===== config.mk =====
export PLATFORM = sky130hd
export DESIGN_NAME = input_debouncer_flat
export DESIGN_NICKNAME = d
export VERILOG_FILES = /design/src/rtl/input_debouncer_if.sv /design/src/rtl/input_debouncer.sv /design/src/flat_wrapper.sv
export SDC_FILE = /design/constraint.sdc
export NUM_CORES = 1
export LEC_CHECK = 0
export ABC_AREA = 1
export CORE_AREA = 4 4 41 43
export DETAILED_ROUTE_END_ITERATION = 10
export DIE_AREA = 0 0 45 47
export PLACE_DENSITY_LB_ADDON = 0.05
export SLEW_MARGIN = 15
export SYNTH_ARGS = -nofsm -noshare
export SYNTH_HDL_FRONTEND = slang
export SYNTH_SLANG_ARGS = --single-unit

===== constraint.sdc =====
create_clock -name clock -period 1.6 [get_ports clock]
set_clock_uncertainty 0.15 [all_clocks]
set_input_delay 0.4 -clock clock [delete_from_list [all_inputs] [get_ports clock]]
set_output_delay 0.4 -clock clock [all_outputs]
set_load 0.01 [all_outputs]

===== src/rtl/input_debouncer_if.sv =====
// Purpose: groups the debouncer's noisy input, enable and debounced outputs into one bundle.
// Latency: none; this is wiring only.
// Backpressure: none; the master drives raw_in/enable and the slave drives the status outputs.
interface input_debouncer_if;
  logic raw_in;
  logic enable;
  logic d_out;
  logic rise;
  logic fall;
  logic busy;

  // The testbench or surrounding logic drives the input and reads the results.
  modport master (
    output raw_in,
    output enable,
    input  d_out,
    input  rise,
    input  fall,
    input  busy
  );

  // The debouncer reads the input and drives the results.
  modport slave (
    input  raw_in,
    input  enable,
    output d_out,
    output rise,
    output fall,
    output busy
  );
endinterface


===== src/rtl/input_debouncer.sv =====
// Purpose: synchronize and debounce a noisy level input; emit one-cycle edge pulses.
// Latency: a clean step before edge N shows on d_out after edge N+STABLE_COUNT+1.
// Backpressure: enable=0 freezes the counter and d_out; the synchronizer keeps sampling.
module input_debouncer #(
  parameter int STABLE_COUNT = 8,
  parameter int CNT_WIDTH    = 4
) (
  input  logic              clock,
  input  logic              reset,
  input_debouncer_if.slave  bus
);

  // Final counter value; the edge that finds the count here commits the new level.
  localparam logic [CNT_WIDTH-1:0] CNT_LAST = CNT_WIDTH'(STABLE_COUNT - 1);

  logic                 sync1_q;
  logic                 sync2_q;
  logic [CNT_WIDTH-1:0] count_q;
  logic [CNT_WIDTH-1:0] count_d;
  logic                 d_out_q;
  logic                 d_out_d;
  logic                 rise_q;
  logic                 rise_d;
  logic                 fall_q;
  logic                 fall_d;

  // Two-flop synchronizer; sync2_q is the only copy of raw_in the logic looks at.
  always_ff @(posedge clock or posedge reset) begin
    if (reset) begin
      sync1_q <= 1'b0;
      sync2_q <= 1'b0;
    end else begin
      sync1_q <= bus.raw_in;
      sync2_q <= sync1_q;
    end
  end

  // Next-state: count while the synchronized input disagrees with d_out, clear on agreement.
  always_comb begin
    count_d = count_q;
    d_out_d = d_out_q;
    rise_d  = 1'b0;
    fall_d  = 1'b0;
    if (bus.enable) begin
      if (sync2_q != d_out_q) begin
        // Using >= rather than == means a corrupted count can never wrap past the limit.
        if (count_q >= CNT_LAST) begin
          d_out_d = sync2_q;
          count_d = '0;
          rise_d  = sync2_q;
          fall_d  = ~sync2_q;
        end else begin
          count_d = count_q + CNT_WIDTH'(1);
        end
      end else begin
        // Input agrees with the committed level: any partial count was a glitch.
        count_d = '0;
      end
    end
  end

  // State registers; reset discards any partial count and suppresses pulses.
  always_ff @(posedge clock or posedge reset) begin
    if (reset) begin
      count_q <= '0;
      d_out_q <= 1'b0;
      rise_q  <= 1'b0;
      fall_q  <= 1'b0;
    end else begin
      count_q <= count_d;
      d_out_q <= d_out_d;
      rise_q  <= rise_d;
      fall_q  <= fall_d;
    end
  end

  assign bus.d_out = d_out_q;
  assign bus.rise  = rise_q;
  assign bus.fall  = fall_q;
  assign bus.busy  = (count_q != '0);

  // The edge pulses are mutually exclusive by construction.
  a_pulse_exclusive : assert property (@(posedge clock) disable iff (reset) !(rise_q && fall_q));

endmodule


===== src/flat_wrapper.sv =====
// flat-port wrapper written by rule: the top's interface ports become plain ports
module input_debouncer_flat 
#(
  parameter int STABLE_COUNT = 8,
  parameter int CNT_WIDTH    = 4
)
  (clock, reset, bus_raw_in, bus_enable, bus_d_out, bus_rise, bus_fall, bus_busy);
  input_debouncer_if bus_i ();
  input  logic clock;
  input  logic reset;
  input wire logic [$bits(bus_i.raw_in)-1:0] bus_raw_in;
  input wire logic [$bits(bus_i.enable)-1:0] bus_enable;
  output wire logic [$bits(bus_i.d_out)-1:0] bus_d_out;
  output wire logic [$bits(bus_i.rise)-1:0] bus_rise;
  output wire logic [$bits(bus_i.fall)-1:0] bus_fall;
  output wire logic [$bits(bus_i.busy)-1:0] bus_busy;
  assign bus_i.raw_in = bus_raw_in;
  assign bus_i.enable = bus_enable;
  assign bus_d_out = bus_i.d_out;
  assign bus_rise = bus_i.rise;
  assign bus_fall = bus_i.fall;
  assign bus_busy = bus_i.busy;
  input_debouncer #(.STABLE_COUNT(STABLE_COUNT), .CNT_WIDTH(CNT_WIDTH)) u_core (.clock(clock), .reset(reset), .bus(bus_i));
endmodule

==> flow_metrics.tcl <==
set metrics [dict create \
    slew_headroom 0.765 \
    clkSinkCount 9 \
    stdcell_area_um2 571 \
    pwr-share-clk 0.253 \
    clkLatencyLatePin_ps 250 \
    synth_compound_area_frac 0.0744 \
    synth-adder-area-share 0.0595 \
    viasPerCell 4.66 \
    post_synth_num_cell_types 12 \
    grt_max_degree 10 \
    floorplan.core_area_mm2 0.00130 \
    fraction_of_synthesized_cell_area_in_xor_and_xnor_cells 0 \
    p_seq_frac 0.409 \
    post-synth-top-area-cell "sky130_fd_sc_hd__dfrtp_1" \
    ctsRootBufferMaster "sky130_fd_sc_hd__clkbuf_4" \
    utilization 0.438 \
    cellInternalPower_w 0.000463 \
    critical_path.max_fanout 2 \
    power.switching_fraction 0.306 \
    yosysSeqAreaShare 0.536 \
    floorplan.die_area_mm2 0.00212 \
    n_antenna_cell 0 \
    layout-drive-gt1-share 0.295 \
    min_period_over_period 0.973 \
    grt_pass1_wl_um 1470 \
    finish.net_count 68 \
    post-route-drc-count 0 \
    setup-tns-final_ps 0 \
    setup_viol 0 \
    synth.net_count 53 \
    power.switching_w 0.000204 \
    power.combinational.fraction 0.338 \
    final_antenna_net_count 0 \
    dpl-instance-area_um2 532 \
    met2RoutedLength_um 466 \
    leakage_nw 0.309 \
    die-height_um 47 \
    crit_path_end_kind "output port" \
    run_status "finished, final reports clean" \
    groute.usage.overall 0.104 \
    totalPowerFinal_w 0.000667 \
    postRouteWirelength_um 845 \
    cp_slowest_stage_delay_ps 390 \
    worstPathRequired_ps 1050 \
    dr.first_iter.drc_count 1 \
    crit_path_cell_trace "inv_2, ha_4, nand2_2, buf_6" \
    cts_setup_buffers 0 \
    worst_setup_path_start_kind "register" \
    final_cell_mix "10 x sky130_fd_sc_hd__nand2_1, 9 x sky130_fd_sc_hd__dfrtp_1, 8 x sky130_fd_sc_hd__inv_1, 4 x sky130_fd_sc_hd__nand2_2, 4 x sky130_fd_sc_hd__buf_4" \
    finalHoldViolations 0 \
    synth.area.mux_share 0 \
    route.vias.total 354 \
    power_density_mw_per_mm2 1170 \
    place_hpwl_um 661 \
    worstSetupPathType "reg2out" \
    cts-buffers-inserted 3 \
    number_of_synthesis_warnings 0 \
    worst_slew_pin_slew_ps 352 \
    max-vdd-ir-drop_mv 0.497 \
    h-tree-depth 1 \
    multiInputGateArea_um2 165 \
    min_path_type "reg2reg" \
    nFillCells 137 \
    holdPathStages 0 \
    fmax_mhz 643 \
    ys_ff_latch 9 \
    route.met3.wl_um 44 \
    fp-row-count 13 \
    numPortBuffers 7 \
    drv_slew 0 \
    yosysTopAreaCellShare 0.536 \
    reg2regPathDepth 7 \
    highest_layer "met4" \
    routedLengthMet1_um 312 \
    synth_area_um2 420 \
    grt_antenna_before_repair 0 \
    grt_overflow_total 0 \
    yosys-top-cells-area "sky130_fd_sc_hd__dfrtp_1 54%, sky130_fd_sc_hd__nand2_1 9.8%, sky130_fd_sc_hd__inv_1 8.9%" \
    synth_area_per_cell_um2 8.94 \
    layout_min_cycle_time_ps 1560 \
    grt_pass1_vias 375 \
    wire_per_inst_um 11.1 \
    cts.reportedPaths.clkPinSlew_ps 60 \
    die_width_um 45 \
    largest_family_of_logic_cells_by_synthesized_area "simple AND/OR/NAND/NOR gates" \
    starting_density_of_the_core 0.323 \
    maxCapViolations 0 \
    first_pass_iters 4 \
    cell_with_the_biggest_individual_delay_on_the_critical_path "sky130_fd_sc_hd__dfrtp_1" \
    area.sequential_um2 225 \
    setup_repair_after_global_routing_missed_its_margin "yes" \
    whs_ps 207 \
    mostFrequentLayoutCell "sky130_fd_sc_hd__nand2_1" \
    arrival_ps 1010 \
    top_level_ports 8 \
    cts_max_path_buffers 2 \
    synth_simple_gate_area_share 0.223 \
    areaGrowthSynthToFinish_pct 35.7 \
    tritoncts "done" \
    gp_routability_congestion 0.737 \
    postSynthCellCount 47 \
]
==> logic make-up (layout without fill, tap and decap cells) <==
kind of cell,count (synthesis),after routing
compound gates,4,4
fa+ha+maj,2,2
buf+inv,11,25
flops,9,9
simple gates,21,21
==> cell usage after synthesis, drive strengths merged <==
| cell | number |
|---|---|
| a21oi | 2 |
| buf | 1 |
| dfrtp | 9 |
| ha | 2 |
| inv | 10 |
| nand2 | 14 |
| nand3 | 2 |
| nand4 | 2 |
| nor2 | 3 |
| o21ai | 2 |
==> repair_timing <==
action / in CTS / in global routing
endpoints found under the setup margin: 4 / 1
gates resized for setup: 8 / 5
hold buffers: 0 / 0
hold endpoints to repair: 0 / 0
pin swaps: 0 / 1
==> sequential cells by signal, indices dropped and copies added (netlist names) <==
signal and flops:
u_core.bus.rise 1, u_core.bus.fall 1, u_core.count_q 4, u_core.sync2_q 1
u_core.bus.d_out 1, u_core.sync1_q 1
==> area by class of cell <==
type	count	share of cell area
flip-flops and latches	9	0.395
multi-input cells	27	0.289
repair buffers	11	0.171
inverters	10	0.0658
clock buffers	4	0.0461
well taps	15	0.0329
==> per-layer routing <==
| layer | vias to the layer above | GRT usage |
|---|---|---|
| met5 | - | 0 |
| met4 | 0 | 0.111 |
| met3 | 4 | 0.0460 |
| met2 | 11 | 0.169 |
| met1 | 167 | 0.0911 |
| li1 | 172 | - |
==> worst paths after layout <==
kind / startpoint / to / slack, ps
worst max-delay path: u_core.count_q[0] / bus_busy / 40
worst min-delay path: u_core.sync1_q / u_core.sync2_q / 210
worst max register to register: u_core.count_q[0] / u_core.count_q[3] / 200
worst min register to register: u_core.sync1_q / u_core.sync2_q / 210
max in group asynchronous: reset / u_core.count_q[0] / 780
min in group asynchronous: reset / u_core.sync1_q / 260
==> power by group through the flow <==
stage	logic, W	registers, W	clock network, W
after floorplan	0.0000993	0.000282	0
after global placement	0.000193	0.000273	0
after detailed placement	0.000204	0.000274	0
after CTS	0.000188	0.000271	0.000182
after global routing	0.000245	0.000275	0.000200
final	0.000226	0.000273	0.000169
==> worst max-delay path: cells and delay by family (launching register included) <==
kind	cells	cell delay, ps
and+or+nand+nor	1	50
adders and majority gates	1	120
DFF	1	390
buffers and inverters	2	200
==> stage by stage <==
| step | std cells | worst slack [ps] |
|---|---|---|
| 2_1_floorplan | 47 | 353 |
| 3_3_place_gp | 72 | -82.7 |
| 3_5_place_dp | 72 | -134 |
| 4_1_cts | 76 | -5.46 |
| 5_1_grt | 76 | -9.22 |
| 6_report | 76 | 43.6 |
No activity file was read; power rests on OpenSTA's default activity.
